### config.mk
export PLATFORM = sky130hd
export DESIGN_NAME = heater_window_driver
export DESIGN_NICKNAME = d
export VERILOG_FILES = /design/src/rtl/heater_pkg.sv /design/src/rtl/heater_window_driver_window_counter.sv /design/src/rtl/heater_window_driver.sv
export SDC_FILE = /design/constraint.sdc
export NUM_CORES = 1
export LEC_CHECK = 0
export CELL_PAD_IN_SITES_DETAIL_PLACEMENT = 1
export CELL_PAD_IN_SITES_GLOBAL_PLACEMENT = 2
export CORE_ASPECT_RATIO = 0.9
export CORE_MARGIN = 1
export CORE_UTILIZATION = 39
export DETAILED_ROUTE_END_ITERATION = 6
export HOLD_SLACK_MARGIN = 0.12
export PLACE_DENSITY = 0.77
export SLEW_MARGIN = 20
export SYNTH_ARGS = -nofsm -noshare
export SYNTH_HDL_FRONTEND = slang
export SYNTH_HIERARCHICAL = 1
export SYNTH_SLANG_ARGS = --single-unit
export TNS_END_PERCENT = 20
### constraint.sdc
create_clock -name clk -period 3.81 [get_ports clk]
set_clock_uncertainty 0.2 [all_clocks]
set_input_delay 0.762 -clock clk [delete_from_list [all_inputs] [get_ports clk]]
set_output_delay 0.762 -clock clk [all_outputs]
set_load 0.03 [all_outputs]
### src/rtl/heater_pkg.sv
// Shared types, widths and the on-time clamp for the heater window driver.
package heater_pkg;

    localparam int TIME_W = 25;

    typedef enum logic {
        ST_IDLE = 1'b0,
        ST_RUN  = 1'b1
    } state_e;

    // Full-on above the window length, and short pulses are dropped to protect the relay.
    function automatic logic [TIME_W-1:0] clamp_on_time(
        input logic [TIME_W-1:0] value,
        input logic [TIME_W-1:0] period,
        input logic [TIME_W-1:0] min_on
    );
        logic [TIME_W-1:0] result;
        if (value >= period) begin
            result = period;
        end else if ((value != {TIME_W{1'b0}}) && (value < min_on)) begin
            result = {TIME_W{1'b0}};
        end else begin
            result = value;
        end
        return result;
    endfunction

endpackage

### src/rtl/heater_window_driver_window_counter.sv
// Position-in-window counter; flags the last cycle so the top can start the next window.
module window_counter
    import heater_pkg::*;
#(
    parameter logic [TIME_W-1:0] PERIOD = 25'd20_000_000
) (
    input  logic              clk,
    input  logic              rst_n,
    input  logic              advance,
    output logic [TIME_W-1:0] cnt,
    output logic              cnt_last
);

    logic [TIME_W-1:0] cnt_r;
    logic [TIME_W-1:0] cnt_next_s;
    logic              cnt_last_r;

    // Next count: hold at zero when not running, wrap after the last cycle of a window.
    always_comb begin
        cnt_next_s = {TIME_W{1'b0}};
        if (!advance) begin
            cnt_next_s = {TIME_W{1'b0}};
        end else if (cnt_last_r) begin
            cnt_next_s = {TIME_W{1'b0}};
        end else begin
            cnt_next_s = cnt_r + 25'd1;
        end
    end

    // Count register plus a registered end-of-window flag tracking it.
    always_ff @(posedge clk or negedge rst_n) begin
        if (!rst_n) begin
            cnt_r      <= {TIME_W{1'b0}};
            cnt_last_r <= 1'b0;
        end else begin
            cnt_r      <= cnt_next_s;
            cnt_last_r <= (cnt_next_s == (PERIOD - 25'd1));
        end
    end

    assign cnt      = cnt_r;
    assign cnt_last = cnt_last_r;

endmodule

### src/rtl/heater_window_driver.sv
// Time-proportioning heater drive: on for the requested cycles at the start of each
// window, with a staleness guard that forces the heater off when updates stop.
module heater_window_driver
    import heater_pkg::*;
#(
    parameter logic [TIME_W-1:0] PERIOD        = 25'd20_000_000,
    parameter logic [TIME_W-1:0] MIN_ON        = 25'd50_000,
    parameter logic [3:0]        STALE_WINDOWS = 4'd3
) (
    input  logic              clk,
    input  logic              rst_n,
    input  logic              en,
    input  logic [TIME_W-1:0] time_value,
    input  logic              time_valid,
    output logic              heater_on,
    output logic              window_start,
    output logic              stale
);

    state_e            state_r;
    logic [TIME_W-1:0] pending_r;
    logic [TIME_W-1:0] on_time_r;
    logic              fresh_r;
    logic [3:0]        stale_cnt_r;
    logic              heater_on_r;
    logic              window_start_r;
    logic              stale_r;

    logic [TIME_W-1:0] cnt_s;
    logic              cnt_last_s;
    logic              advance_s;
    logic              win_start_s;
    logic              stale_win_s;
    logic [3:0]        stale_cnt_inc_s;
    logic [TIME_W-1:0] on_load_s;
    logic [TIME_W-1:0] cnt_inc_s;

    window_counter #(
        .PERIOD(PERIOD)
    ) u_window_counter (
        .clk     (clk),
        .rst_n   (rst_n),
        .advance (advance_s),
        .cnt     (cnt_s),
        .cnt_last(cnt_last_s)
    );

    // Window-start decode, stale evaluation and the on-time to load for the new window.
    always_comb begin
        advance_s       = 1'b0;
        win_start_s     = 1'b0;
        stale_win_s     = 1'b0;
        stale_cnt_inc_s = 4'd0;
        on_load_s       = {TIME_W{1'b0}};
        cnt_inc_s       = cnt_s + 25'd1;

        case (state_r)
            ST_IDLE: begin
                advance_s   = 1'b0;
                win_start_s = en;
            end
            ST_RUN: begin
                advance_s   = en;
                win_start_s = en && cnt_last_s;
            end
            default: begin
                advance_s   = 1'b0;
                win_start_s = 1'b0;
            end
        endcase

        if (stale_cnt_r == 4'hF) begin
            stale_cnt_inc_s = 4'hF;
        end else begin
            stale_cnt_inc_s = stale_cnt_r + 4'd1;
        end

        if (fresh_r) begin
            stale_win_s = 1'b0;
        end else begin
            stale_win_s = stale_r || (stale_cnt_inc_s >= STALE_WINDOWS);
        end

        if (stale_win_s) begin
            on_load_s = {TIME_W{1'b0}};
        end else begin
            on_load_s = clamp_on_time(pending_r, PERIOD, MIN_ON);
        end
    end

    // Run/idle FSM with registered outputs; a TIME_VALID strobe overrides the latch
    // fields last, so it wins over the window-start fresh/stale updates on the same edge.
    always_ff @(posedge clk or negedge rst_n) begin
        if (!rst_n) begin
            state_r        <= ST_IDLE;
            pending_r      <= {TIME_W{1'b0}};
            on_time_r      <= {TIME_W{1'b0}};
            fresh_r        <= 1'b0;
            stale_cnt_r    <= 4'd0;
            heater_on_r    <= 1'b0;
            window_start_r <= 1'b0;
            stale_r        <= 1'b0;
        end else begin
            if (win_start_s) begin
                state_r        <= ST_RUN;
                window_start_r <= 1'b1;
                on_time_r      <= on_load_s;
                heater_on_r    <= (on_load_s != {TIME_W{1'b0}});
                stale_r        <= stale_win_s;
                if (fresh_r) begin
                    stale_cnt_r <= 4'd0;
                    fresh_r     <= 1'b0;
                end else begin
                    stale_cnt_r <= stale_cnt_inc_s;
                end
            end else if ((state_r == ST_RUN) && en) begin
                window_start_r <= 1'b0;
                heater_on_r    <= (cnt_inc_s < on_time_r) && !stale_r;
            end else begin
                state_r        <= ST_IDLE;
                window_start_r <= 1'b0;
                heater_on_r    <= 1'b0;
                stale_cnt_r    <= 4'd0;
                stale_r        <= 1'b0;
            end

            if (time_valid) begin
                pending_r <= time_value;
                fresh_r   <= 1'b1;
                stale_r   <= 1'b0;
            end else begin
                pending_r <= pending_r;
            end
        end
    end

    assign heater_on    = heater_on_r;
    assign window_start = window_start_r;
    assign stale        = stale_r;

endmodule

Word level (Yosys, flattened, before mapping)
Index checks and enable logic that the tools add are counted.
Word-level totals
  memories kept: 0
  output and inout port bits: 3
  bits in registers: 85
  logic and storage cells: 51
  bits in writable memories: 0
  input bits: 29
  bits in latches: 0
  bits in read-only memories: 0
Operators by class
  equal/unequal tests: 4
  shift operators: 0
  reduce and logical (&&, ||, !) cells: 9
  $mul: 0
  divide/modulo/power cells: 0
  bitwise logic cells: 1
  muxes and demuxes: 21
  add/subtract/negate cells: 2
  order comparisons: 4
Operators with widths (count)
  $mux 25: 5
  $reduce_bool 25->1: 2
  $add 25x1->25 const B: 1
  $eq 25x25->1 const B: 1
  $ge 25x25->1 const B: 1
  $lt 25x16->1 const B: 1
  $lt 25x25->1: 1
  $mux 4: 4
  $mux 1: 10
  $add 4x1->4 const B: 1
  $eq 4x4->1 const B: 1
  $ge 4x2->1 const B: 1
  $logic_and 1x1->1: 4
  $pmux 1 s2: 2
  $ne 3x3->1 const B: 1
  $ne 2x2->1 const B: 1
  $reduce_bool 2->1: 1
  $logic_not 1->1: 1
  $logic_or 1x1->1: 1
  $not 1->1: 1

Depth between registers and ports, before layout
  word-level depth: 8
  mapped depth: 12
  depth with buffers taken out: 12

By module
The synthesis kept the hierarchy.
Modules (own cells, without submodules)
  heater_window_driver: area each 3449.6 um^2, seq. area each 1476.4 um^2, cells an instance 331, times used 1
  window_counter: area each 1500.2 um^2, seq. area each 650.6 um^2, cells an instance 157, times used 1

Worst setup path before layout
OpenSTA, ideal clock, no wires.
  path kind: register to register
  start: register u_window_counter.cnt_r[0], in the netlist u_window_counter/cnt[0]
  end: register heater_on_r, in the netlist heater_on
  clock period less this slack: 2.799 ns
  buffers on the path: 0
  data required time: 3.543 ns
  cell stages (with the launch flop): 13
  library setup time: 0.067 ns
  setup slack: 1.011 ns
  arrival time: 2.532 ns
  cells stage by stage: dfrtp_1 > ha_1 > inv_1 > and4bb_2 > and2_1 > and4_1 > xor2_1 > ha_1 > a21oi_1 > o21ai_0 > a221oi_1 > o221ai_1 > nand2_1
Between the ends
  cells in the longest elaborated chain, start to end: 5
RTL lines
  start, declared: RTL line heater_window_driver_window_counter.sv:14  | logic [TIME_W-1:0] cnt_r;
  start signal, assigned: RTL line heater_window_driver_window_counter.sv:33  | cnt_r <= {TIME_W{1'b0}};
  start signal, assigned: RTL line heater_window_driver_window_counter.sv:36  | cnt_r <= cnt_next_s;
  $add 25x1->25: RTL line heater_window_driver.sv:55  | cnt_inc_s = cnt_s + 25'd1;
  $lt 25x25->1: RTL line heater_window_driver.sv:118  | heater_on_r <= (cnt_inc_s < on_time_r) && !stale_r;
  $logic_and 1x1->1: RTL line heater_window_driver.sv:118
  $mux 1: RTL line heater_window_driver.sv:116  | end else if ((state_r == ST_RUN) && en) begin
  $mux 1: RTL line heater_window_driver.sv:104  | if (win_start_s) begin
  end signal, assigned: RTL line heater_window_driver.sv:108  | heater_on_r <= (on_load_s != {TIME_W{1'b0}});
  end signal, assigned: RTL line heater_window_driver.sv:118
  end, declared: RTL line heater_window_driver.sv:25  | logic heater_on_r;
No other way between the ends.
A chain may end at the register's enable or synchronous reset.

Worst setup path in the final report
Same ends and word-level chain as after synthesis.

==> results_dict.tcl <==
set metrics [dict create \
    setup_tns_ns 0 \
    finalSetupViolations 0 \
    cts_resized 0 \
    nets 582 \
    cts_buffers 9 \
    met2_usage_pct 34.3 \
    synth_top_family_by_area "simple AND/OR/NAND/NOR gates" \
    reg2reg_slack_ns 0.56 \
    clkLatencyLatePin_ns 0.35 \
    status "completed" \
    rows 38 \
    period_minus_slack_ns 3.25 \
    firstDrtPassIters 4 \
    seq_area_frac_synth_pct 43.0 \
    port_buffers 31 \
    wl_per_cell_um 18.5 \
    powerDensity_nw_per_um2 397 \
    cp_data_required_time_ns 3.89 \
    core_um2 12200 \
    cts_tree "done" \
    wirelength_um 12800 \
    start_util_pct 40.5 \
    yosysUniqueCellTypes 63 \
    grt_overflow 0 \
    maxCapViolCount 0 \
    syn_nets 544 \
    synth-xor-area-share_pct 7.25 \
    grt.met1_usage_pct 30.1 \
    post-cts-setup-buffers 0 \
    postLayoutCoreUtil_pct 47.4 \
    crit_fanout 11 \
    drv_slew 0 \
    gp_congestion 0.790 \
    avgViaCountPerCell 5.59 \
    path_clk_slew_ns 0.07 \
    drt_iter0_markers 198 \
    num_antenna_cells 0 \
    clk_path_buf_depth 2 \
    antenna_found_initial 0 \
    synth.area.mux_share_pct 6.27 \
    synth-compound-area-share_pct 13.4 \
    cts-root-buf "clkbuf_16" \
    die_area_um2 13100 \
    layout_commonest_cell "dfrtp_1" \
    fin_ws_ns 0.562 \
    cts.sinks 85 \
    place_ws_ns 0.488 \
    yosys.area_share.adder_pct 6.83 \
    endpoint_kind "register" \
    ys_warn_count 6 \
    slew_headroom_pct 47.2 \
    synth_area_per_cell_um2 10.1 \
    drtAntennaViolNets 0 \
    hold_buffers 0 \
    grt_pass1_vias 4085 \
    critPathKind "reg2reg" \
    hold_viol 0 \
    place_inst 675 \
    synth_edf_count 0 \
    hold_slack_ns 0.277 \
    ios 32 \
    ys_ff_latch 85 \
    rsz0062_at_grt "false" \
    timing.rr.end "heater_on" \
    routed-via-count 3861 \
    ys_dominant_reg_cell "dfrtp_1" \
    syn2layout_area_growth_pct 16.9 \
    async_flop_share_pct 100 \
    reg2regPathDepth 11 \
    met3_usage_pct 4.60 \
    top_usage_layer "met2" \
    worstMarginPinSlew_ns 0.793 \
    grt_pass1_wl_um 21600 \
    arrival_ns 3.33 \
    grt_max_degree 86 \
    stdcell_count 691 \
    drc 0 \
    r2r-start "u_window_counter/cnt[0]" \
    vdd_ir_drop_max_uv 357 \
    hp-class "in2async" \
    min_period_over_period_pct 85.2 \
    fmax_ghz 0.308 \
    synthSimpleGateAreaFrac_pct 19.6 \
    track_usage_pct 21.6 \
    p_leak_nw 2.50 \
    die_x_um 121 \
    syn_area_um2 4950 \
    critPathLaunchType "register" \
    dp_hpwl_um 9360 \
    htree_levels 3 \
    syn_inst 488 \
    final_cell_mix "dfrtp_1, nor2_1, inv_1" \
    die_h_um 109 \
    drive_gt1_share_pct 13.6 \
]
[sequential cells by signal (all words and copies together) (netlist names)]
signal                     count
stale_cnt_r                    4
fresh_r                        1
pending_r                     25
on_time_r                     25
heater_on                      1
stale                          1
state_r                        1
u_window_counter/cnt          25
u_window_counter/cnt_last      1
window_start                   1
[how the worst max path moves through the flow]
stage | startpoint | endpoint | cells after the start
finish | u_window_counter/cnt[0] | heater_on | 11
global placement | u_window_counter/cnt[0] | heater_on | 12
detailed placement | en | u_window_counter/cnt_last | 8
CTS | u_window_counter/cnt[0] | heater_on | 11
floorplan | u_window_counter/cnt[0] | heater_on | 12
global route | u_window_counter/cnt[2] | heater_on | 11
[per-layer routing]
metal,vias to the layer above,wire (um)
met1,1964,6390
li1,1848,-
met5,-,0
met2,43,5960
met3,6,362
met4,0,97
[through the flow]
stage	instance area, um^2	total power [mW]
after floorplan	4950	1.22
after global placement	5460	1.33
after detailed placement	5460	1.34
after CTS	5780	2.32
after global routing	5790	2.39
final	5790	2.30
[area by class of cell]
type	instances	area, um^2
Fill cell	1391	6430
Clock inverter	6	93.8
Tap cell	160	200
Timing Repair Buffer	39	372
Inverter	33	124
Multi-Input combinational cell	358	2640
Clock buffer	10	229
Sequential cell	85	2130
[Yosys cell counts (all sizes together), types with 10 or more instances]
master | instances | area [um^2]
nand3 | 23 | 115
xor2 | 19 | 166
a22o | 19 | 179
dfrtp | 85 | 2130
a21oi | 15 | 75.1
clkbuf | 10 | 37.5
inv | 32 | 120
nand2 | 32 | 123
o21ai | 13 | 65.1
nand4 | 14 | 93.8
mux2 | 24 | 270
ha | 27 | 338
nor2 | 39 | 146
xnor2 | 22 | 193
[worst max-delay path: stages, from the launching register on]
cell      delay [ns]
dfrtp_1         0.56
ha_1            0.28
inv_1           0.09
and4bb_2        0.34
nand4_1         0.13
xnor2_1         0.17
ha_1            0.23
or4_1           0.54
a211oi_1        0.24
o21a_1          0.21
o221ai_1        0.13
nand2_1         0.09
[cell families after synthesis]
family	after synthesis
compound gates	86
simple gates	176
xor+xnor	41
flops	85
fa+ha+maj	27
mux	28
buf+inv	45
[report_power, final]
group	total [mW]	internal, mW	switching (mW)
Clock	0.973	0.581	0.392
Combinational	0.281	0.140	0.141
Sequential	1.04	0.978	0.0650
Note: power is estimated with default switching activity, not from simulation.
